**src/rtl/fa_pkg.sv**
```systemverilog
// Shared definitions for the multi-precision add sequencer and its adder integration.
package fa_pkg;

   localparam int FA_N      = 8;
   localparam int FA_CHUNKS = 4;

   typedef enum logic [1:0] {
      IDLE = 2'd0,
      RUN  = 2'd1,
      DONE = 2'd2
   } fa_state_e;

   // Chunk index width; a single-chunk configuration still needs one bit.
   function automatic int fa_idx_width(input int chunks);
      return (chunks <= 1) ? 1 : $clog2(chunks);
   endfunction

endpackage

```
**src/rtl/fa_chunk_sequencer_if.sv**
```systemverilog
// Operand, adder and result signals of the chunk sequencer.
// master is the sequencer side; slave is the surrounding environment (source, adder, sink).
interface fa_chunk_sequencer_if #(
   parameter int N      = fa_pkg::FA_N,
   parameter int CHUNKS = fa_pkg::FA_CHUNKS
);

   logic                  in_valid;
   logic                  in_ready;
   logic [N*CHUNKS-1:0]   in_a;
   logic [N*CHUNKS-1:0]   in_b;
   logic                  in_cin;
   logic [N-1:0]          add_a;
   logic [N-1:0]          add_b;
   logic                  add_cin;
   logic [N-1:0]          add_sum;
   logic                  add_cout;
   logic                  out_valid;
   logic                  out_ready;
   logic [N*CHUNKS-1:0]   out_sum;
   logic                  out_cout;
   logic                  busy;

   modport master (
      input  in_valid, in_a, in_b, in_cin, add_sum, add_cout, out_ready,
      output in_ready, add_a, add_b, add_cin, out_valid, out_sum, out_cout, busy
   );

   modport slave (
      output in_valid, in_a, in_b, in_cin, add_sum, add_cout, out_ready,
      input  in_ready, add_a, add_b, add_cin, out_valid, out_sum, out_cout, busy
   );

endinterface

```
**src/rtl/fa_chunk_sequencer.sv**
```systemverilog
// Multi-precision add sequencer: walks a wide operand pair through an external
// N-bit adder one chunk per cycle (LSB first), chaining the carry, and presents
// the assembled wide sum on a valid/ready output.
module fa_chunk_sequencer
   import fa_pkg::*;
#(
   parameter int N      = FA_N,
   parameter int CHUNKS = FA_CHUNKS
) (
   input  logic                 clk,
   input  logic                 rst_n,
   fa_chunk_sequencer_if.master bus
);

   localparam int W  = N * CHUNKS;
   localparam int IW = fa_idx_width(CHUNKS);
   localparam logic [IW-1:0] LAST_IDX = IW'(CHUNKS - 1);

   fa_state_e      state;
   fa_state_e      next_state;
   logic [IW-1:0]  idx;
   logic           carry;
   logic [W-1:0]   a_reg;
   logic [W-1:0]   b_reg;
   logic [W-1:0]   work_reg;
   logic [W-1:0]   sum_reg;
   logic           cout_reg;

   logic [31:0]    base;
   logic [W-1:0]   work_next;
   logic           last_chunk;
   logic           accept;
   logic           in_ready_c;
   logic [N-1:0]   add_a_c;
   logic [N-1:0]   add_b_c;
   logic           add_cin_c;
   logic           out_valid_c;
   logic           busy_c;

   // State register; reset aborts any operation in flight.
   always_ff @(posedge clk or negedge rst_n) begin
      if (!rst_n) begin
         state <= IDLE;
      end else begin
         state <= next_state;
      end
   end

   // Next-state decode and handshake/adder drive; adder inputs are zero outside RUN.
   always_comb begin
      next_state  = state;
      in_ready_c  = 1'b0;
      add_a_c     = '0;
      add_b_c     = '0;
      add_cin_c   = 1'b0;
      out_valid_c = 1'b0;
      busy_c      = 1'b0;
      base        = 32'(idx) * 32'(N);
      last_chunk  = (idx == LAST_IDX);
      case (state)
         IDLE: begin
            in_ready_c = rst_n;
            if (bus.in_valid && rst_n) begin
               next_state = RUN;
            end
         end
         RUN: begin
            busy_c    = 1'b1;
            add_a_c   = a_reg[base +: N];
            add_b_c   = b_reg[base +: N];
            add_cin_c = carry;
            if (last_chunk) begin
               next_state = DONE;
            end
         end
         DONE: begin
            busy_c      = 1'b1;
            out_valid_c = 1'b1;
            if (bus.out_ready) begin
               next_state = IDLE;
            end
         end
         default: begin
            next_state = IDLE;
         end
      endcase
      accept = in_ready_c && bus.in_valid;
   end

   // Merge the current adder sum into the partial result; only consumed in RUN.
   always_comb begin
      work_next              = work_reg;
      work_next[base +: N]   = bus.add_sum;
   end

   // Operand capture, carry chaining and result assembly.
   always_ff @(posedge clk or negedge rst_n) begin
      if (!rst_n) begin
         idx      <= '0;
         carry    <= 1'b0;
         a_reg    <= '0;
         b_reg    <= '0;
         work_reg <= '0;
         sum_reg  <= '0;
         cout_reg <= 1'b0;
      end else if (accept) begin
         a_reg <= bus.in_a;
         b_reg <= bus.in_b;
         carry <= bus.in_cin;
         idx   <= '0;
      end else if (state == RUN) begin
         work_reg <= work_next;
         carry    <= bus.add_cout;
         if (last_chunk) begin
            idx      <= '0;
            sum_reg  <= work_next;
            cout_reg <= bus.add_cout;
         end else begin
            idx <= idx + IW'(1);
         end
      end
   end

   assign bus.in_ready  = in_ready_c;
   assign bus.add_a     = add_a_c;
   assign bus.add_b     = add_b_c;
   assign bus.add_cin   = add_cin_c;
   assign bus.out_valid = out_valid_c;
   assign bus.out_sum   = sum_reg;
   assign bus.out_cout  = cout_reg;
   assign bus.busy      = busy_c;

endmodule

```
**src/flat_wrapper.sv**
```systemverilog
// flat-port wrapper written by rule: the top's interface ports become plain ports
module fa_chunk_sequencer_flat import fa_pkg::*;
#(
   parameter int N      = FA_N,
   parameter int CHUNKS = FA_CHUNKS
)
  (clk, rst_n, bus_in_valid, bus_in_a, bus_in_b, bus_in_cin, bus_add_sum, bus_add_cout, bus_out_ready, bus_in_ready, bus_add_a, bus_add_b, bus_add_cin, bus_out_valid, bus_out_sum, bus_out_cout, bus_busy);
  fa_chunk_sequencer_if #(.N(N), .CHUNKS(CHUNKS)) bus_i ();
  input  logic clk;
  input  logic rst_n;
  input wire logic [$bits(bus_i.in_valid)-1:0] bus_in_valid;
  input wire logic [$bits(bus_i.in_a)-1:0] bus_in_a;
  input wire logic [$bits(bus_i.in_b)-1:0] bus_in_b;
  input wire logic [$bits(bus_i.in_cin)-1:0] bus_in_cin;
  input wire logic [$bits(bus_i.add_sum)-1:0] bus_add_sum;
  input wire logic [$bits(bus_i.add_cout)-1:0] bus_add_cout;
  input wire logic [$bits(bus_i.out_ready)-1:0] bus_out_ready;
  output wire logic [$bits(bus_i.in_ready)-1:0] bus_in_ready;
  output wire logic [$bits(bus_i.add_a)-1:0] bus_add_a;
  output wire logic [$bits(bus_i.add_b)-1:0] bus_add_b;
  output wire logic [$bits(bus_i.add_cin)-1:0] bus_add_cin;
  output wire logic [$bits(bus_i.out_valid)-1:0] bus_out_valid;
  output wire logic [$bits(bus_i.out_sum)-1:0] bus_out_sum;
  output wire logic [$bits(bus_i.out_cout)-1:0] bus_out_cout;
  output wire logic [$bits(bus_i.busy)-1:0] bus_busy;
  assign bus_i.in_valid = bus_in_valid;
  assign bus_i.in_a = bus_in_a;
  assign bus_i.in_b = bus_in_b;
  assign bus_i.in_cin = bus_in_cin;
  assign bus_i.add_sum = bus_add_sum;
  assign bus_i.add_cout = bus_add_cout;
  assign bus_i.out_ready = bus_out_ready;
  assign bus_in_ready = bus_i.in_ready;
  assign bus_add_a = bus_i.add_a;
  assign bus_add_b = bus_i.add_b;
  assign bus_add_cin = bus_i.add_cin;
  assign bus_out_valid = bus_i.out_valid;
  assign bus_out_sum = bus_i.out_sum;
  assign bus_out_cout = bus_i.out_cout;
  assign bus_busy = bus_i.busy;
  fa_chunk_sequencer #(.N(N), .CHUNKS(CHUNKS)) u_core (.clk(clk), .rst_n(rst_n), .bus(bus_i));
endmodule
```
**config.mk**
```make
export PLATFORM = sky130hd
export DESIGN_NAME = fa_chunk_sequencer_flat
export DESIGN_NICKNAME = d
export VERILOG_FILES = /design/src/rtl/fa_pkg.sv /design/src/rtl/fa_chunk_sequencer_if.sv /design/src/rtl/fa_chunk_sequencer.sv /design/src/flat_wrapper.sv
export SDC_FILE = /design/constraint.sdc
export NUM_CORES = 1
export LEC_CHECK = 0
export CELL_PAD_IN_SITES_DETAIL_PLACEMENT = 2
export CELL_PAD_IN_SITES_GLOBAL_PLACEMENT = 2
export CORE_AREA = 8 8 156 158
export CTS_CLUSTER_DIAMETER = 60
export DETAILED_ROUTE_END_ITERATION = 12
export DIE_AREA = 0 0 164 166
export GPL_TIMING_DRIVEN = 0
export PLACE_DENSITY_LB_ADDON = 0.1
export RECOVER_POWER = 25
export SLEW_MARGIN = 20
export SYNTH_ARGS = -nofsm -noshare
export SYNTH_HDL_FRONTEND = slang
export SYNTH_SLANG_ARGS = --single-unit
```
**constraint.sdc**
```tcl
create_clock -name clk -period 2.15 [get_ports clk]
set_input_delay 0.5375 -clock clk [delete_from_list [all_inputs] [get_ports clk]]
set_output_delay 0.5375 -clock clk [all_outputs]
set_load 0.005 [all_outputs]
```
==> out/results.tsv, run 1 <==
stage	metric	value	unit
timing	rsz0062_at_grt	true	
critical_path	worstPathCellList	buf_12 -> buf_6 -> buf_6 -> mux4_2 -> and2_4 -> buf_6	
min_path	hp-class	input port to asynchronous set/reset pin	
floorplanning	ios	131	
critical_path	r2r_slack	0.02	ns
detailed_routing	vias_per_cell	4.757	
critical_path	critPathSlowestCell	mux4_2	
yosys	synth.most_common_cell	nand2_1	
floorplanning	core_area	22090	sq um
floorplanning	fp-row-count	55	
critical_path	cp_common_cell	buf_6	
timing	final-max-slew-violation-count	0	
run_status	status	finished with violations	
yosys	synth.area.top_cells	dfrtp_1, nand2_1, mux4_2	
detailed_routing	drc_errors	0	
placed_design	port_buffers	130	
final_layout	drive_gt1_frac	0.2140	
placed_design	place_congestion	0.7533	
critical_path	critPathKind	flip-flop to output port	
yosys	synth_edf_count	0	
timing	finalCriticalPeriod	2.480	ns
critical_path	end_kind	output port	
timing	fmaxAchievable	0.4033	GHz
detailed_routing	via_count	5157	
clocking	htree_levels	4	
detailed_routing	drt_first_pass_iters	4	
critical_path	rr_endpoint	u_core.bus.out_sum[22]	
critical_path	cp.required	1.61	ns
critical_path	critical_path.top_delay_family	multiplexers	
detailed_routing	drtIter0Drc	133	
yosys	synthesis.instances	615	
timing	relSlewSlack	0.5601	
clocking	cts_sinks	134	
final_layout	multi_input_area	2810	sq um
yosys	syn_avg_cell_area	9.814	sq um
run_status	violations	setup timing	
timing	finalHoldViolations	0	
final_layout	diodes	0	
power_and_ir_drop	fin_total_pwr	13.12	mW
timing	finalSetupViolations	16	
clocking	clock_path_buffers	2	
grt	grt_overflow	0	
yosys	ys_dominant_reg_cell	dfrtp_1	
timing	skew	0.008075	ns
power_and_ir_drop	irDropWorstVdd	0.7148	mV
final_layout	postLayoutCoreUtil	0.4073	
final_layout	num-fill-cells	2318	
grt	grt_max_degree	92	
flow_run	max_cap_violations	0	
critical_path	critPathMaxStageDelay	0.48	ns
yosys	ys_types	30	
timing	fin_tns_setup	-4.061	ns
floorplanning	initial_core_util	0.2732	
detailed_routing	wl_per_cell	20.54	microns
floorplanning	die_h	166	microns
clocking	cts_tree	built	
grt	antenna_found_initial	0	
yosys	async_flop_share	1.000	
clocking	clk_latency	0.42	ns
detailed_routing	final_antenna_net_count	0	
grt	grt_pass1_vias	6157	
yosys	yosysWarnings	0	
clocking	path_clk_slew	0.06	ns
timing	setup_ws	-0.3297	ns
critical_path	r2r-start	u_core.idx[0]	
timing	worst_pin_slew	0.6598	ns
yosys	synthTopCellsByCount	nand2_1, dfrtp_1, a21oi_1, nor2_1, o21ai_0	
yosys	synthesis.area	6036	sq um
yosys	ys_ff_latch	134	
clocking	root_buffer	clkbuf_16	
floorplanning	dieArea	27220	sq um
timing	hold_slack	0.008951	ns
floorplanning	die_x	164	microns
yosys	synth.yosys.seq_area_share	0.5556	
grt	track_usage	0.1666	
yosys	yosys.area.top_type_share	0.5556	
timing	fin_crit_sh	1.153	
grt	grt_pass1_wl	34860	microns
power_and_ir_drop	leakage	4.043	nW
power_and_ir_drop	p_per_area	1458	nW/um^2
final_layout	nets	876	
final_layout	syn2layout_area_growth	49.07	%
clocking	cts_hold_buf	0	
critical_path	cp-start-kind	flip-flop	
placed_design	dp_hpwl	15420	microns
critical_path	r2r.worst_path.cells	10	
critical_path	critPathBufInv	4	
clocking	cts-buffers-inserted	17	
critical_path	crit_arrival	1.94	ns
final_layout	seq_area	3356	sq um
critical_path	critical_path.max_fanout	6	
yosys	synthesis.nets	704	
detailed_routing	wl	22270	microns
critical_path	worstSetupStartpoint	u_core.idx[0]	
yosys	yosys.area.top_type	dfrtp_1	
-- timing repair --
action / 4_1_cts / 5_1_grt
cloned: 2 / 1
resized for setup: 151 / 67
setup endpoints to repair: 84 / 70
pin swaps: 14 / 28
buffers inserted: 14 / 8
endpoints found under the hold margin: 0 / 0
-- area by class of cell --
cell class | count | area share
sequential | 134 | 0.3730
buffer | 32 | 0.02726
tap | 285 | 0.03963
clock buffer | 22 | 0.05159
clock inverter | 9 | 0.01405
timing repair buffer | 156 | 0.1781
inverter | 8 | 0.004033
multi-input combinational | 438 | 0.3123
-- worst max path at each step --
stage          slack, ns               endpoint  depth (start not counted)
2_1_floorplan       0.02  u_core.bus.out_sum[3]                          9
3_3_place_gp       -6.40       u_core.a_reg[22]                          5
3_5_place_dp       -0.62  u_core.bus.out_sum[8]                          8
4_1_cts            -0.35           bus_add_a[4]                          6
5_1_grt            -0.38           bus_add_a[4]                          6
6_report           -0.33           bus_add_a[4]                          6
-- power by group --
group / internal [mW] / switching [mW]
clock network: 1.87 / 1.10
registers: 3.66 / 0.671
logic: 3.13 / 2.68
-- stage by stage --
stage	setup slack (ns)	area (sq um)	instances
after floorplan	0.02047	6038	615
after global placement	-6.401	7696	1030
after detailed placement	-0.6219	7729	1031
after CTS	-0.3543	8688	1078
after global routing	-0.3798	8997	1084
final	-0.3297	8997	1084
-- layer usage --
metal | track usage | part of all wire
met5 | 0 | 0
met4 | 0.05654 | 0.019
met3 | 0.03917 | 0.040
met2 | 0.2892 | 0.51
met1 | 0.1973 | 0.43
-- cell usage in the layout (no fill, tap or decap), drive strengths merged, types with 3 or more instances in the layout --
cell type        n
inv              7
clkbuf          43
nor2            25
a22o             8
a221o            8
a31oi            8
a21oi           25
nor3b            9
o21ai           25
bufinv           3
dfrtp          134
nand2          244
o22ai           16
clkinv           5
clkdlybuf4s50  109
nor2b            8
nand3            4
ha              11
mux4            16
buf             55
and2            21
-- kinds of logic after synthesis --
logic type               count (synthesis)  share of synthesized area
multiplexers                            20                    0.06986
AO/OA/AOI/OAI                           91                    0.09287
buffers and inverters                   43                    0.03711
AND/OR/NAND/NOR                        316                     0.2218
adder cells (fa/ha/maj)                 11                    0.02280
flip-flops                             134                     0.5556
(Power assumes the default switching activity.)
==> inputs of run 2 (changes only) <==
Settings changed: CELL_PAD_IN_SITES_DETAIL_PLACEMENT 2 to 0, CELL_PAD_IN_SITES_GLOBAL_PLACEMENT 2 to 1, CORE_AREA 8 8 156 158 to 8 8 141 143, DIE_AREA 0 0 164 166 to 0 0 149 151, PLACE_DENSITY_LB_ADDON 0.1 to 0.12.
==> out/results.tsv, run 2 (synthesis gave the netlist of run 1 again) <==
stage	metric	value	unit
detailed_routing	wl	18090	microns
final_layout	diodes	0	
power_and_ir_drop	leakage	3.929	nW
power_and_ir_drop	irDropWorstVdd	0.6903	mV
timing	relSlewSlack	0.3055	
timing	fin_tns_setup	-3.490	ns
critical_path	cp-start-kind	flip-flop	
final_layout	postLayoutCoreUtil	0.4847	
timing	finalSetupViolations	16	
floorplanning	core_area	17660	sq um
timing	worst_pin_slew	1.042	ns
detailed_routing	drtIter0Drc	309	
placed_design	place_congestion	0.7734	
floorplanning	initial_core_util	0.3418	
floorplanning	ios	131	
timing	finalHoldViolations	0	
clocking	cts_tree	built	
critical_path	end_kind	output port	
critical_path	crit_arrival	1.86	ns
grt	met2_usage	0.2762	
power_and_ir_drop	p_sw	3.980	mW
final_layout	syn2layout_area_growth	41.79	%
flow_run	max_cap_violations	0	
final_layout	final_common_cell	nand2_1	
floorplanning	die_x	149	microns
power_and_ir_drop	seqPwrFrac	0.347	
detailed_routing	via_count	5021	
timing	setup_ws	-0.2495	ns
clocking	clock_path_buffers	2	
grt	antenna_found_initial	0	
timing	final-max-slew-violation-count	0	
clocking	cts-buffers-inserted	17	
final_layout	fin_area	8558	sq um
min_path	hp-class	input port to asynchronous set/reset pin	
run_status	status	finished with violations	
power_and_ir_drop	p_sw_frac	0.3241	
final_layout	final_cell_mix	nand2_1, dfrtp_1, clkdlybuf4s50_1	
detailed_routing	final_antenna_net_count	0	
timing	skew	0.007839	ns
power_and_ir_drop	fin_total_pwr	12.28	mW
detailed_routing	drt_first_pass_iters	4	
grt	grt_pass1_wl	29280	microns
clocking	root_buffer	clkbuf_16	
floorplanning	dieArea	22500	sq um
final_layout	layoutNonFillerInstCount	1021	
placed_design	placed_area	7659	sq um
grt	grt_max_degree	75	
final_layout	num-fill-cells	1654	
timing	fin_crit_sh	1.116	
power_and_ir_drop	internal_power	8.301	mW
power_and_ir_drop	p_comb_frac	0.413	
floorplanning	die_h	151	microns
floorplanning	fp-row-count	49	
grt	grt_use_met1	0.2076	
timing	finalCriticalPeriod	2.400	ns
clocking	path_clk_slew	0.06	ns
clocking	htree_levels	4	
critical_path	critPathKind	flip-flop to output port	
detailed_routing	wl_per_cell	17.72	microns
placed_design	dp_hpwl	12630	microns
clocking	cts_hold_buf	0	
placed_design	place_inst	975	
final_layout	nets	868	
grt	top_usage_layer	met2	
detailed_routing	vias_per_cell	4.918	
grt	track_usage	0.1679	
run_status	violations	setup timing	
clocking	clk_latency	0.42	ns
placed_design	port_buffers	130	
critical_path	r2r.worst_path.cells	9	
final_layout	drive_gt1_frac	0.1692	
placed_design	pre_cts_slack	-0.4542	ns
timing	hold_slack	0.03488	ns
timing	rsz0062_at_grt	true	
power_and_ir_drop	clkPwrFrac	0.240	
detailed_routing	drc_errors	0	
grt	grt_overflow	0	
critical_path	cp.required	1.61	ns
clocking	cts_sinks	134	
grt	met3_usage	0.05229	
grt	grt_pass1_vias	5409	
timing	fmaxAchievable	0.4167	GHz
power_and_ir_drop	p_per_area	1435	nW/um^2
critical_path	critical_path.max_fanout	6	
==> run 2: changes by cell type in the layout (fill, tap and decap cells not counted), moves of 6 or more <==
cell     delta
o22ai_1    +13
o21ai_0     +9
o21ai_1     -8
buf_4       -6
o22ai_2    -13
==> run 2: final timing paths <==
path,from,end,slack (ns)
worst max-delay path,u_core.idx[0],bus_add_b[1],-0.25
worst min-delay path,rst_n,u_core.bus.out_sum[19],0.03
worst max register to register,u_core.idx[0],u_core.bus.out_sum[3],0.07
worst min register to register,u_core.a_reg[22],u_core.a_reg[22],0.47
max in group asynchronous,rst_n,u_core.idx[1],0.60
min in group clk,u_core.a_reg[22],u_core.a_reg[22],0.47
==> run 2: critical path: stages (launching register included) <==
cell and delay [ns]:
dfrtp_1 0.40, buf_12 0.15, buf_12 0.13, mux4_2 0.49, and2_4 0.17, buf_6 0.11
==> run 2: metal layers <==
| layer | up-vias | part of all wire |
|---|---|---|
| li1 | 2393 | - |
| met1 | 2491 | 0.44 |
| met2 | 127 | 0.49 |
| met3 | 10 | 0.057 |
| met4 | 0 | 0.0094 |
| met5 | - | 0 |
==> run 2: area by class of cell <==
cell class                      instances  area [sq um]  share of cell area
Timing Repair Buffer                  146          1469              0.1716
Tap cell                              229         286.5             0.03348
Clock buffer                           19         442.9             0.05175
Clock inverter                         13         156.4             0.01827
Inverter                                8         30.03            0.003509
Sequential cell                       134          3354              0.3920
Multi-Input combinational cell        438          2572              0.3006
Buffer                                 34         246.5             0.02880
==> run 2: power groups by stage <==
stage               logic (mW)  registers [mW]  clock network, mW
global route              5.63            4.41               3.13
finish                    5.07            4.26               2.94
detailed placement        4.44            4.29                  0
global placement          4.37            4.25                  0
CTS                       5.14            4.26               3.03
floorplan                 2.56            4.15                  0
==> run 2: what timing repair did <==
action / CTS / global route
gates cloned: 1 / 0
endpoints found under the setup margin: 84 / 81
gates resized for setup: 134 / 16
buffers inserted: 12 / 3
pin swaps: 16 / 4
==> variant, RTL diff (settings of run 2) <==
The 3 states of `fa_state_e` get a one-hot encoding in 3 bits.
--- a/src/rtl/fa_pkg.sv
+++ b/src/rtl/fa_pkg.sv
@@ -5,8 +5,8 @@
    localparam int FA_CHUNKS = 4;
 
-   typedef enum logic [1:0] {
-      IDLE = 2'd0,
-      RUN  = 2'd1,
-      DONE = 2'd2
+   typedef enum logic [2:0] {
+      IDLE = 3'b001,
+      RUN  = 3'b010,
+      DONE = 3'b100
    } fa_state_e;
 
Formal check against the unedited RTL: no difference found for any inputs over 10 cycles, from zero or initial values and one cycle with rst_n low; not proved beyond that.
==> variant against run 2 <==
The flow still finishes with violations (setup timing); die area did not move; worst hold slack got worse by 30 ps; final area rose by 2.2%; worst setup slack got worse by 89 ps; via count fell by 10%; wire length fell by 2.0%; sequential cell count rose by 1; global-route usage fell by 0.46 points; sequential share of layout area fell by 0.54 points; synthesized area rose by 2.0%.
Power is not compared: it rests on default switching activity, and its combinational part moved more than twofold at a synthesized area within 25%.
==> variant: results (changes against run 2) <==
| Metric | Value |
|---|---|
| Synth cell count leaders | `dfrtp_1 (134), mux2_2 (49), nor2_1 (36), a22o_1 (32), a21oi_1 (26)` |
| Largest family of logic cells by synthesized area | `multiplexers` |
| Global Route Usage Sum | `16.33% (-0.46 points)` |
| Met1 GRT Util | `20.08% (-0.68 points)` |
| Arrival @ worst endpoint | `1950 ps (+90 ps)` |
| Headroom to the max-slew limit | `34.70% (+4.2 points)` |
| Largest net degree at the start of global routing | `72 (-4.0%)` |
| Post-Route M1 WL | `7.648 mm (-3.9%)` |
| Post-synthesis adder-cell area fraction | `1.220% (-1.1 points)` |
| Post-route cell area | `8750 µm² (+2.2%)` |
| Outcome | `finished with violations` |
| Top post-synthesis cells by area | `dfrtp_1 (54%), mux2_2 (9.0%), mux4_2 (5.9%), a22o_1 (4.6%), mux2_4 (3.9%)` |
| CP Max Fanout | `5 (-1)` |
| Root buf cell | `clkbuf_16` |
| Routed wl met3 | `1.136 mm (+10%)` |
| Compound-Gate Fraction of Synth Area | `9.959% (+0.67 points)` |
| Vias per cell | `5.100 (+3.7%)` |
| Number of fill cells | `1553 (-6.1%)` |
| Met2 wire len | `8.640 mm (-3.3%)` |
| R2R cell count | `10 (+1)` |
| # port buffers | `122 (-6.2%)` |
| Final WS setup | `-339.0 ps (-89.48 ps)` |
| Seq/Total Area, Yosys | `54.90% (-0.66 points)` |
| Violated checks | `setup timing` |
| DP Area | `7714 µm² (+0.72%)` |
| Share of layout cells above drive strength 1 | `35.42% (+19 points)` |
| Vias | `4508 (-10%)` |
| Post-detail-place hpwl | `11.93 mm (-5.5%)` |
| Mux contribution to synthesized area | `18.72% (+12 points)` |
| Final WL | `17.72 mm (-2.0%)` |
| GP Congestion | `0.7546 (-2.4%)` |
| Met2 GRT Util | `26.38% (-1.2 points)` |
| Final Net Count | `727 (-16%)` |
| Synthesized area per cell | `13.04 µm² (+33%)` |
| Met3 Use GR | `5.139% (-0.090 points)` |
| Iter 0 DRT Violations | `218 (-29%)` |
| R2R Setup Slk | `90 ps (+20 ps)` |
| Final setup viols | `17 (+1)` |
| Reg2reg end | `u_core.work_reg[20]` |
| End of the critical path | `bus_add_a[4]` |
| Worst Hold Class | `in2async` |
| Vias in the first global route | `5074 (-6.2%)` |
| Post-synthesis async set-or-reset flop share | `100.0% (unchanged)` |
| Initial antenna violation count | `0 (unchanged)` |
| Synth cell types | `42 (+40%)` |
| Synthesized Nets | `556 (-21%)` |
| Placed Instances | `824 (-15%)` |
| Skew final | `8.980 ps (+1.142 ps)` |
| Worst hold margin | `4.806 ps (-30.07 ps)` |
| First-pass GRT wire length | `28.19 mm (-3.7%)` |
| Final TNS setup | `-4662 ps (-1171 ps)` |
-- variant: changes by cell type after synthesis, moves of 15 or more --
cell             run 2  this run
nand2_1            244         7
a22o_1               8        32
o22ai_1             16         0
nand4_1              0        16
nand2b_1             1        16
mux2_4               0        16
mux2_2               2        49
o21ai_0             22         0
-- variant: cell type report --
| class | count | share of cell area [%] |
|---|---|---|
| plain buffers | 40 | 3.718 |
| clock inverters | 14 | 1.473 |
| repair buffers | 153 | 17.49 |
| well taps | 229 | 3.275 |
| inverters | 5 | 0.3146 |
| clock buffers | 17 | 4.862 |
| flip-flops and latches | 135 | 38.65 |
| multi-input cells | 291 | 30.22 |
-- variant: power breakdown --
group	switching (mW)	total [mW]	leakage (nW)	internal [mW]
combinational	0.759	2.05	1.80	1.29
sequential	0.254	3.28	1.63	3.03
clock	1.18	2.77	0.254	1.59
-- variant: repair_timing --
item | CTS | global route
endpoints found under the setup margin | 84 | 74
gates resized for setup | 129 | 29
buffers inserted | 19 | 9
pin swaps | 4 | 7
cloned | 1 | 1
